--- config.mk ---
export PLATFORM = sky130hd
export DESIGN_NAME = ram_arbiter_flat
export DESIGN_NICKNAME = d
export VERILOG_FILES = /design/src/rtl/ram_arb_pkg.sv /design/src/rtl/ram_arbiter_if.sv /design/src/rtl/ram_arb_pick.sv /design/src/rtl/ram_arbiter.sv /design/src/flat_wrapper.sv
export SDC_FILE = /design/constraint.sdc
export NUM_CORES = 1
export LEC_CHECK = 0
export ABC_AREA = 1
export ABC_CLOCK_PERIOD_IN_PS = 3900
export CORE_MARGIN = 2
export CORE_UTILIZATION = 25
export CTS_CLUSTER_SIZE = 40
export DETAILED_ROUTE_END_ITERATION = 8
export SETUP_SLACK_MARGIN = 0.02
export SKIP_CTS_REPAIR_TIMING = 1
export SLEW_MARGIN = 20
export SYNTH_ARGS = -nofsm -noshare
export SYNTH_HDL_FRONTEND = slang
export SYNTH_SLANG_ARGS = --single-unit
--- constraint.sdc ---
create_clock -name clk -period 3.9 [get_ports clk]
set_clock_uncertainty 0.15 [all_clocks]
set_input_delay 0.78 -clock clk [delete_from_list [all_inputs] [get_ports clk]]
set_output_delay 0.78 -clock clk [all_outputs]
set_load 0.01 [all_outputs]
--- src/rtl/ram_arb_pkg.sv ---
// ram_arb_pkg: shared types and constants for the two-port RAM arbiter.
package ram_arb_pkg;

    typedef enum logic [1:0] {
        IDLE   = 2'd0,
        ACCESS = 2'd1,
        RESP   = 2'd2
    } state_t;

    localparam int RAM_ADDR_W = 4;
    localparam int RAM_DATA_W = 8;

    localparam logic PORT0 = 1'b0;
    localparam logic PORT1 = 1'b1;

endpackage

--- src/rtl/ram_arbiter_if.sv ---
// ram_arbiter_if: requester handshakes plus the RAM control bus.
// slave is the arbiter's view; master is the view of the CPU side and RAM.
interface ram_arbiter_if
    import ram_arb_pkg::*;
#(
    parameter int ADDR_W = RAM_ADDR_W,
    parameter int DATA_W = RAM_DATA_W
);
    logic              req0, req1;
    logic              we0, we1;
    logic [ADDR_W-1:0] addr0, addr1;
    logic [DATA_W-1:0] wdata0, wdata1;
    logic              ack0, ack1;
    logic [DATA_W-1:0] rdata0, rdata1;
    logic              busy;
    logic              mem_read, mem_write;
    logic [ADDR_W-1:0] mem_addr;
    logic [DATA_W-1:0] mem_wdata;
    logic [DATA_W-1:0] mem_rdata;

    modport slave (
        input  req0, req1, we0, we1, addr0, addr1, wdata0, wdata1, mem_rdata,
        output ack0, ack1, rdata0, rdata1, busy,
               mem_read, mem_write, mem_addr, mem_wdata
    );

    modport master (
        output req0, req1, we0, we1, addr0, addr1, wdata0, wdata1, mem_rdata,
        input  ack0, ack1, rdata0, rdata1, busy,
               mem_read, mem_write, mem_addr, mem_wdata
    );
endinterface

--- src/rtl/ram_arb_pick.sv ---
// ram_arb_pick: combinational winner selection between the two requesters.
// RAM_ARB_RR_EN selects round-robin on contention; otherwise port 0 has
// fixed priority and the last input is ignored.
module ram_arb_pick
    import ram_arb_pkg::*;
(
    input  logic req0,
    input  logic req1,
    input  logic last,
    output logic win,
    output logic vld
);

`ifndef RAM_ARB_RR_EN
    logic unused_last;
    assign unused_last = last;
`endif

    // Pick a winner among the pending requests.
    always_comb begin
        vld = req0 | req1;
        win = PORT0;
`ifdef RAM_ARB_RR_EN
        if (req0 && req1)
            win = (last == PORT0) ? PORT1 : PORT0;
        else if (req1)
            win = PORT1;
`else
        if (!req0 && req1)
            win = PORT1;
`endif
    end

endmodule

--- src/rtl/ram_arbiter.sv ---
// ram_arbiter: shares the single RAM port between instruction fetch (port 0)
// and data access (port 1). Each transaction runs IDLE -> ACCESS -> RESP and
// is acknowledged in the cycle after RESP, when the FSM is already back in
// IDLE and may grant again. Macro RAM_ARB_RR_EN enables round-robin; without
// it port 0 wins every contention.
module ram_arbiter
    import ram_arb_pkg::*;
#(
    parameter int ADDR_W = RAM_ADDR_W,
    parameter int DATA_W = RAM_DATA_W
) (
    input logic          clk,
    input logic          rst,
    ram_arbiter_if.slave bus
);

    state_t            state_q;
    logic              port_q;
    logic              mem_read_q, mem_write_q;
    logic [ADDR_W-1:0] mem_addr_q;
    logic [DATA_W-1:0] mem_wdata_q;
    logic              ack0_q, ack1_q;
    logic [DATA_W-1:0] rdata0_q, rdata1_q;
    logic              busy_q;

    logic              last;
    logic              pick_win, pick_vld;
    logic              we_d;
    logic [ADDR_W-1:0] addr_d;
    logic [DATA_W-1:0] wdata_d;

    ram_arb_pick u_pick (
        .req0 (bus.req0),
        .req1 (bus.req1),
        .last (last),
        .win  (pick_win),
        .vld  (pick_vld)
    );

    // Winner's request fields, latched at the grant edge.
    assign we_d    = (pick_win == PORT1) ? bus.we1    : bus.we0;
    assign addr_d  = (pick_win == PORT1) ? bus.addr1  : bus.addr0;
    assign wdata_d = (pick_win == PORT1) ? bus.wdata1 : bus.wdata0;

`ifdef RAM_ARB_RR_EN
    logic last_q;

    // Remember the most recent grant; reset favours port 0 on first contention.
    always_ff @(posedge clk or posedge rst) begin
        if (rst)
            last_q <= PORT1;
        else if (state_q == IDLE && pick_vld)
            last_q <= pick_win;
    end

    assign last = last_q;
`else
    assign last = PORT1;
`endif

    // Sequencer FSM with all outputs registered.
    always_ff @(posedge clk or posedge rst) begin
        if (rst) begin
            state_q     <= IDLE;
            port_q      <= PORT0;
            mem_read_q  <= 1'b0;
            mem_write_q <= 1'b0;
            mem_addr_q  <= '0;
            mem_wdata_q <= '0;
            ack0_q      <= 1'b0;
            ack1_q      <= 1'b0;
            rdata0_q    <= '0;
            rdata1_q    <= '0;
            busy_q      <= 1'b0;
        end else begin
            ack0_q <= 1'b0;
            ack1_q <= 1'b0;
            case (state_q)
                IDLE: begin
                    if (pick_vld) begin
                        port_q      <= pick_win;
                        mem_addr_q  <= addr_d;
                        mem_wdata_q <= wdata_d;
                        mem_write_q <= we_d;
                        mem_read_q  <= ~we_d;
                        busy_q      <= 1'b1;
                        state_q     <= ACCESS;
                    end
                end
                ACCESS: begin
                    // RAM samples the controls at the end of ACCESS.
                    mem_read_q  <= 1'b0;
                    mem_write_q <= 1'b0;
                    state_q     <= RESP;
                end
                RESP: begin
                    // RAM output is valid now; for writes it is don't-care.
                    if (port_q == PORT1) begin
                        rdata1_q <= bus.mem_rdata;
                        ack1_q   <= 1'b1;
                    end else begin
                        rdata0_q <= bus.mem_rdata;
                        ack0_q   <= 1'b1;
                    end
                    busy_q  <= 1'b0;
                    state_q <= IDLE;
                end
                default: begin
                    mem_read_q  <= 1'b0;
                    mem_write_q <= 1'b0;
                    busy_q      <= 1'b0;
                    state_q     <= IDLE;
                end
            endcase
        end
    end

    assign bus.mem_read  = mem_read_q;
    assign bus.mem_write = mem_write_q;
    assign bus.mem_addr  = mem_addr_q;
    assign bus.mem_wdata = mem_wdata_q;
    assign bus.ack0      = ack0_q;
    assign bus.ack1      = ack1_q;
    assign bus.rdata0    = rdata0_q;
    assign bus.rdata1    = rdata1_q;
    assign bus.busy      = busy_q;

endmodule

--- src/flat_wrapper.sv ---
// flat-port wrapper written by rule: the top's interface ports become plain ports
module ram_arbiter_flat import ram_arb_pkg::*;
#(
    parameter int ADDR_W = RAM_ADDR_W,
    parameter int DATA_W = RAM_DATA_W
)
  (clk, rst, bus_req0, bus_req1, bus_we0, bus_we1, bus_addr0, bus_addr1, bus_wdata0, bus_wdata1, bus_mem_rdata, bus_ack0, bus_ack1, bus_rdata0, bus_rdata1, bus_busy, bus_mem_read, bus_mem_write, bus_mem_addr, bus_mem_wdata);
  ram_arbiter_if #(.ADDR_W(ADDR_W), .DATA_W(DATA_W)) bus_i ();
  input logic clk;
  input logic rst;
  input wire logic [$bits(bus_i.req0)-1:0] bus_req0;
  input wire logic [$bits(bus_i.req1)-1:0] bus_req1;
  input wire logic [$bits(bus_i.we0)-1:0] bus_we0;
  input wire logic [$bits(bus_i.we1)-1:0] bus_we1;
  input wire logic [$bits(bus_i.addr0)-1:0] bus_addr0;
  input wire logic [$bits(bus_i.addr1)-1:0] bus_addr1;
  input wire logic [$bits(bus_i.wdata0)-1:0] bus_wdata0;
  input wire logic [$bits(bus_i.wdata1)-1:0] bus_wdata1;
  input wire logic [$bits(bus_i.mem_rdata)-1:0] bus_mem_rdata;
  output wire logic [$bits(bus_i.ack0)-1:0] bus_ack0;
  output wire logic [$bits(bus_i.ack1)-1:0] bus_ack1;
  output wire logic [$bits(bus_i.rdata0)-1:0] bus_rdata0;
  output wire logic [$bits(bus_i.rdata1)-1:0] bus_rdata1;
  output wire logic [$bits(bus_i.busy)-1:0] bus_busy;
  output wire logic [$bits(bus_i.mem_read)-1:0] bus_mem_read;
  output wire logic [$bits(bus_i.mem_write)-1:0] bus_mem_write;
  output wire logic [$bits(bus_i.mem_addr)-1:0] bus_mem_addr;
  output wire logic [$bits(bus_i.mem_wdata)-1:0] bus_mem_wdata;
  assign bus_i.req0 = bus_req0;
  assign bus_i.req1 = bus_req1;
  assign bus_i.we0 = bus_we0;
  assign bus_i.we1 = bus_we1;
  assign bus_i.addr0 = bus_addr0;
  assign bus_i.addr1 = bus_addr1;
  assign bus_i.wdata0 = bus_wdata0;
  assign bus_i.wdata1 = bus_wdata1;
  assign bus_i.mem_rdata = bus_mem_rdata;
  assign bus_ack0 = bus_i.ack0;
  assign bus_ack1 = bus_i.ack1;
  assign bus_rdata0 = bus_i.rdata0;
  assign bus_rdata1 = bus_i.rdata1;
  assign bus_busy = bus_i.busy;
  assign bus_mem_read = bus_i.mem_read;
  assign bus_mem_write = bus_i.mem_write;
  assign bus_mem_addr = bus_i.mem_addr;
  assign bus_mem_wdata = bus_i.mem_wdata;
  ram_arbiter #(.ADDR_W(ADDR_W), .DATA_W(DATA_W)) u_core (.clk(clk), .rst(rst), .bus(bus_i));
endmodule
; After elaboration in Yosys (flattened, before gate mapping)
; Index checks and enable logic that the tools add are counted.
[totals]
ff_bits = 36
input_bits = 38
output_inout_bits = 33
elab_cells = 43
[classes]
eq_ne = 3
n_mux = 16
n_bitwise = 5
reduce_logical = 8
[op_table]
columns = operator, n
row1 = $reduce_and A2 Y1, 5
row2 = $mux W1, 9
row3 = $mux W8, 1
row4 = $pmux W1 S2, 3
row5 = $mux W4, 1
row6 = $not A1 Y1, 4
row7 = $pmux W2 S2, 1
row8 = $eq A2 B1 Y1 const B, 1
row9 = $eq A2 B2 Y1 const B, 1
row10 = $logic_not A2 Y1, 1
row11 = $mux W2, 1
row12 = $ne A2 B1 Y1 const B, 1
row13 = $logic_and A1 B1 Y1, 1
row14 = $logic_not A1 Y1, 1
row15 = $or A1 B1 Y1, 1

; Depth between registers and ports, before layout
[depth]
word_depth = 7
mapped_depth = 7

; Cells and area by module
; A second synthesis with hierarchy kept.
[unflattened]
hier_cells = 200
area_unflattened_um2 = 1594.0
[modules_own_cells]
columns = mod, n_inst, cells_per_inst, area_per_inst_um2
row1 = ram_arbiter, 1, 196, 1579.0
row2 = ram_arb_pick, 1, 4, 15.0

; Worst setup path before layout
; No wires, ideal clock.
[synth_path]
kind = input-to-reg
from = input port bus_req1
to = register u_core.mem_addr_q[0], in the netlist u_core.bus.mem_addr[0]
setup_time_ns = 0.116
t_arrival_ns = 1.417
t_required_ns = 3.634
slack_ns = 2.216
path_stages = 6
path_cell_list = buf_2 nor2_1 nor2b_4 buf_6 nand2_1 nand2_1
[synth_via]
elab_chain_len = 3
[synth_rtl]
columns = item, line
row1 = start: declaration, flat_wrapper.sv:12  ; input wire logic [$bits(bus_i.req1)-1:0] bus_req1;
row2 = $logic_and A1 B1 Y1, ram_arb_pick.sv:29  ; if (!req0 && req1)
row3 = $mux W1, ram_arb_pick.sv:29
row4 = $mux W4, ram_arbiter.sv:42  ; assign addr_d = (pick_win == PORT1) ? bus.addr1 : bus.addr0;
row5 = end signal: assignment, ram_arbiter.sv:82  ; mem_addr_q <= addr_d;
row6 = end: declaration, ram_arbiter.sv:20  ; logic [ADDR_W-1:0] mem_addr_q;
; Parallel ways exist; a longest one is shown, timed or not.
; A chain may end at the register's enable or synchronous reset.

; Final worst setup path
[layout_path]
from = input port bus_req0
to = register u_core.mem_wdata_q[3], in the netlist u_core.bus.mem_wdata[3]
[layout_via]
elab_chain_len = 4
[layout_rtl]
columns = item, line
row1 = start: declaration, flat_wrapper.sv:11  ; input wire logic [$bits(bus_i.req0)-1:0] bus_req0;
row2 = $logic_not A1 Y1, ram_arb_pick.sv:29
row3 = $logic_and A1 B1 Y1, ram_arb_pick.sv:29
row4 = $mux W1, ram_arb_pick.sv:29
row5 = $mux W8, ram_arbiter.sv:43  ; assign wdata_d = (pick_win == PORT1) ? bus.wdata1 : bus.wdata0;
row6 = end signal: assignment, ram_arbiter.sv:83  ; mem_wdata_q <= wdata_d;
row7 = end: declaration, ram_arbiter.sv:21  ; logic [DATA_W-1:0] mem_wdata_q;
; Parallel ways exist; a longest one is shown, timed or not.

==> results.txt <==
Clk sinks: 36
GRT Overall Usage: 0.120
Vias in the first global route: 1420
Synth cell count leaders: nand2_1 (91), dfrtp_1 (36), o21ai_0 (18)
Initial core utilization: 0.257
YS warnings: 0
Cells after Synth: 191
CTS tree: done
Hold/Removal Path Class: flop to flop
Largest net degree at the start of global routing: 20
WP data arrival: 2290 ps
Yosys top cell area share: 0.559
Antenna violations before repair: 0
Die Span X: 84.3 um
Min cycle time layout: 2260 ps
Final instance area: 0.00245 sq mm
Area Growth Syn to Fin: 52.2%
Placed Instances: 332
Fillers: 631
DP Wirelength: 2920 um
Max-slew violation count: 0
Normalized max-slew margin: 0.504
Worst vdd ir: 0.246 mV
Clk pin slew, worst setup/hold paths: 70 ps
Via count: 1396
DR vias/cell: 4.12
I/O Buffers: 70
Antenna-violating nets left: 0
Root buf cell: clkbuf_8
Sum of negative setup slack: 0 ps
Post-synth EDFFs: 0
Share of cells above drive strength 1: 0.0534
Pwr/cell area: 696 mW/mm^2
WL final: 3920 um
Global route total overflow: 0
Max cap viols: 0
Drt wl/cell: 11.6 um
Worst setup EP type: flop
Worst-Margin Slew: 744 ps
Ports: 71
Final Hold Vio Count: 0
Site Rows: 29
Number of setup violations in the final report: 0
RSZ-0062 raised after global routing: false
Placer Congestion: 0.776
Synthesized cell area: 0.00161 sq mm
Max clock buf depth: 2
Syn avg cell area: 8.43 sq um
Global-route wire length before repair: 6820 um
Pwr Total: 1710 uW
CP startpoint kind: input pin
Seq/Total Area, Yosys: 0.559
Pleak: 0.00122 uW
Cell taking the most area after synthesis: dfrtp_1
Core box area: 0.00628 sq mm
Placed cell areas: 0.00235 sq mm
Iteration-0 DRC Markers: 83
Die area: 0.00710 sq mm
Top cells by area, synth: dfrtp_1 (56%), nand2_1 (21%), o21ai_0 (5.6%), nand3_1 (4.4%), inv_1 (4.0%)
DRT Pass-1 Iters: 5
Synth Register Bits: 36
ANT cells: 0
Status: finished clean
Crit path required time: 3920 ps
DRC: 0
Worst Path Max Fanout: 15
Clk_lat worst skew: 280 ps
CTS HTree Levels: 2
Syn_nets: 229
Synth Flop Type: dfrtp_1
Final #Nets: 300
Fmax achieved: 442 MHz
Ys async rst share: 1.00
Most frequent cell after synthesis: nand2_1
Die Ht: 84.3 um
TritonCTS Buffers: 5
Seq. cell area: 901 sq um
Crit path kind: input pin to flop
Fin crit share: 0.581
Yosys cell types: 13
Area occupied by multi-input gates: 578 sq um
Post-route insts no fill: 339
[layer usage]
| layer | wire length, um | track usage | share of wire | vias up |
|---|---|---|---|---|
| met1 | 1740 | 0.152 | 0.44 | 611 |
| met4 | 45 | 0.0352 | 0.011 | 0 |
| met2 | 1930 | 0.202 | 0.49 | 49 |
| met5 | 0 | 0 | 0 | - |
| met3 | 196 | 0.0315 | 0.050 | 5 |
| li1 | - | - | - | 731 |
[path summary, 6_finish.rpt]
kind	from	to	slack [ps]	depth (start not counted)
setup / recovery	bus_req0	u_core.bus.mem_wdata[3]	1640	7
hold / removal	u_core.bus.mem_addr[2]	u_core.bus.mem_addr[2]	330	2
setup reg to reg	u_core.state_q[1]	u_core.bus.mem_wdata[3]	2460	4
hold reg to reg	u_core.bus.mem_addr[2]	u_core.bus.mem_addr[2]	330	2
max in group asynchronous	rst	u_core.bus.rdata1[7]	2090	3
min in group asynchronous	rst	u_core.bus.mem_addr[1]	770	2
[power breakdown]
group / leakage, uW / switching (uW) / internal [uW]
Clock: 0.0000503 / 127 / 157
Sequential: 0.000447 / 111 / 550
Combinational: 0.000720 / 353 / 409
Total: 0.00122 / 591 / 1120
[sequential cells by signal (all words and copies together) (netlist names)]
| register | flops |
|---|---|
| u_core.bus.ack0 | 1 |
| u_core.bus.mem_write | 1 |
| u_core.bus.ack1 | 1 |
| u_core.bus.mem_read | 1 |
| u_core.bus.mem_addr | 4 |
| u_core.bus.mem_wdata | 8 |
| u_core.bus.rdata0 | 8 |
| u_core.port_q | 1 |
| u_core.bus.rdata1 | 8 |
| u_core.state_q | 2 |
| u_core.bus.busy | 1 |
[cells in the final DEF (no fill, tap or decap)]
master,netlist,final
o21ai_2,1,1
clkbuf_8,0,7
nand3_1,14,14
nor2_1,2,2
nand3_4,2,2
nor2b_4,1,1
nand2_1,91,91
inv_1,17,17
buf_4,1,2
o21ai_0,18,18
clkdlybuf4s50_1,0,70
dfrtp_1,36,36
nor2_4,1,1
[kinds of logic after synthesis]
group,synth area share
compound gates,0.0614
buf+inv,0.0816
flops,0.559
simple gates,0.298
[worst max-delay path, stage by stage]
cell             delay (ps)
clkdlybuf4s50_1         450
inv_1                   330
nand2_1                 400
nand2_1                 150
nand2_1                  60
nand2_1                  60
nand2_1                  50
[per-stage QoR]
| stage | setup WS (ps) | hold slack, ps | utilization |
|---|---|---|---|
| global route | 1420 | 353 | 0.390 |
| CTS | 1630 | 341 | 0.390 |
| floorplan | 2170 | 362 | - |
| detailed placement | 1320 | 320 | 0.375 |
| finish | 1640 | 332 | 0.390 |
| global placement | 1350 | 313 | 0.375 |
[area by class of cell]
| cell class | count | area share |
|---|---|---|
| Inverter | 17 | 0.0260 |
| Timing Repair Buffer | 72 | 0.292 |
| Tap cell | 77 | 0.0393 |
| Sequential cell | 36 | 0.368 |
| Clock buffer | 7 | 0.0393 |
| Multi-Input combinational cell | 130 | 0.236 |
Power figures use the tool's default switching activity.
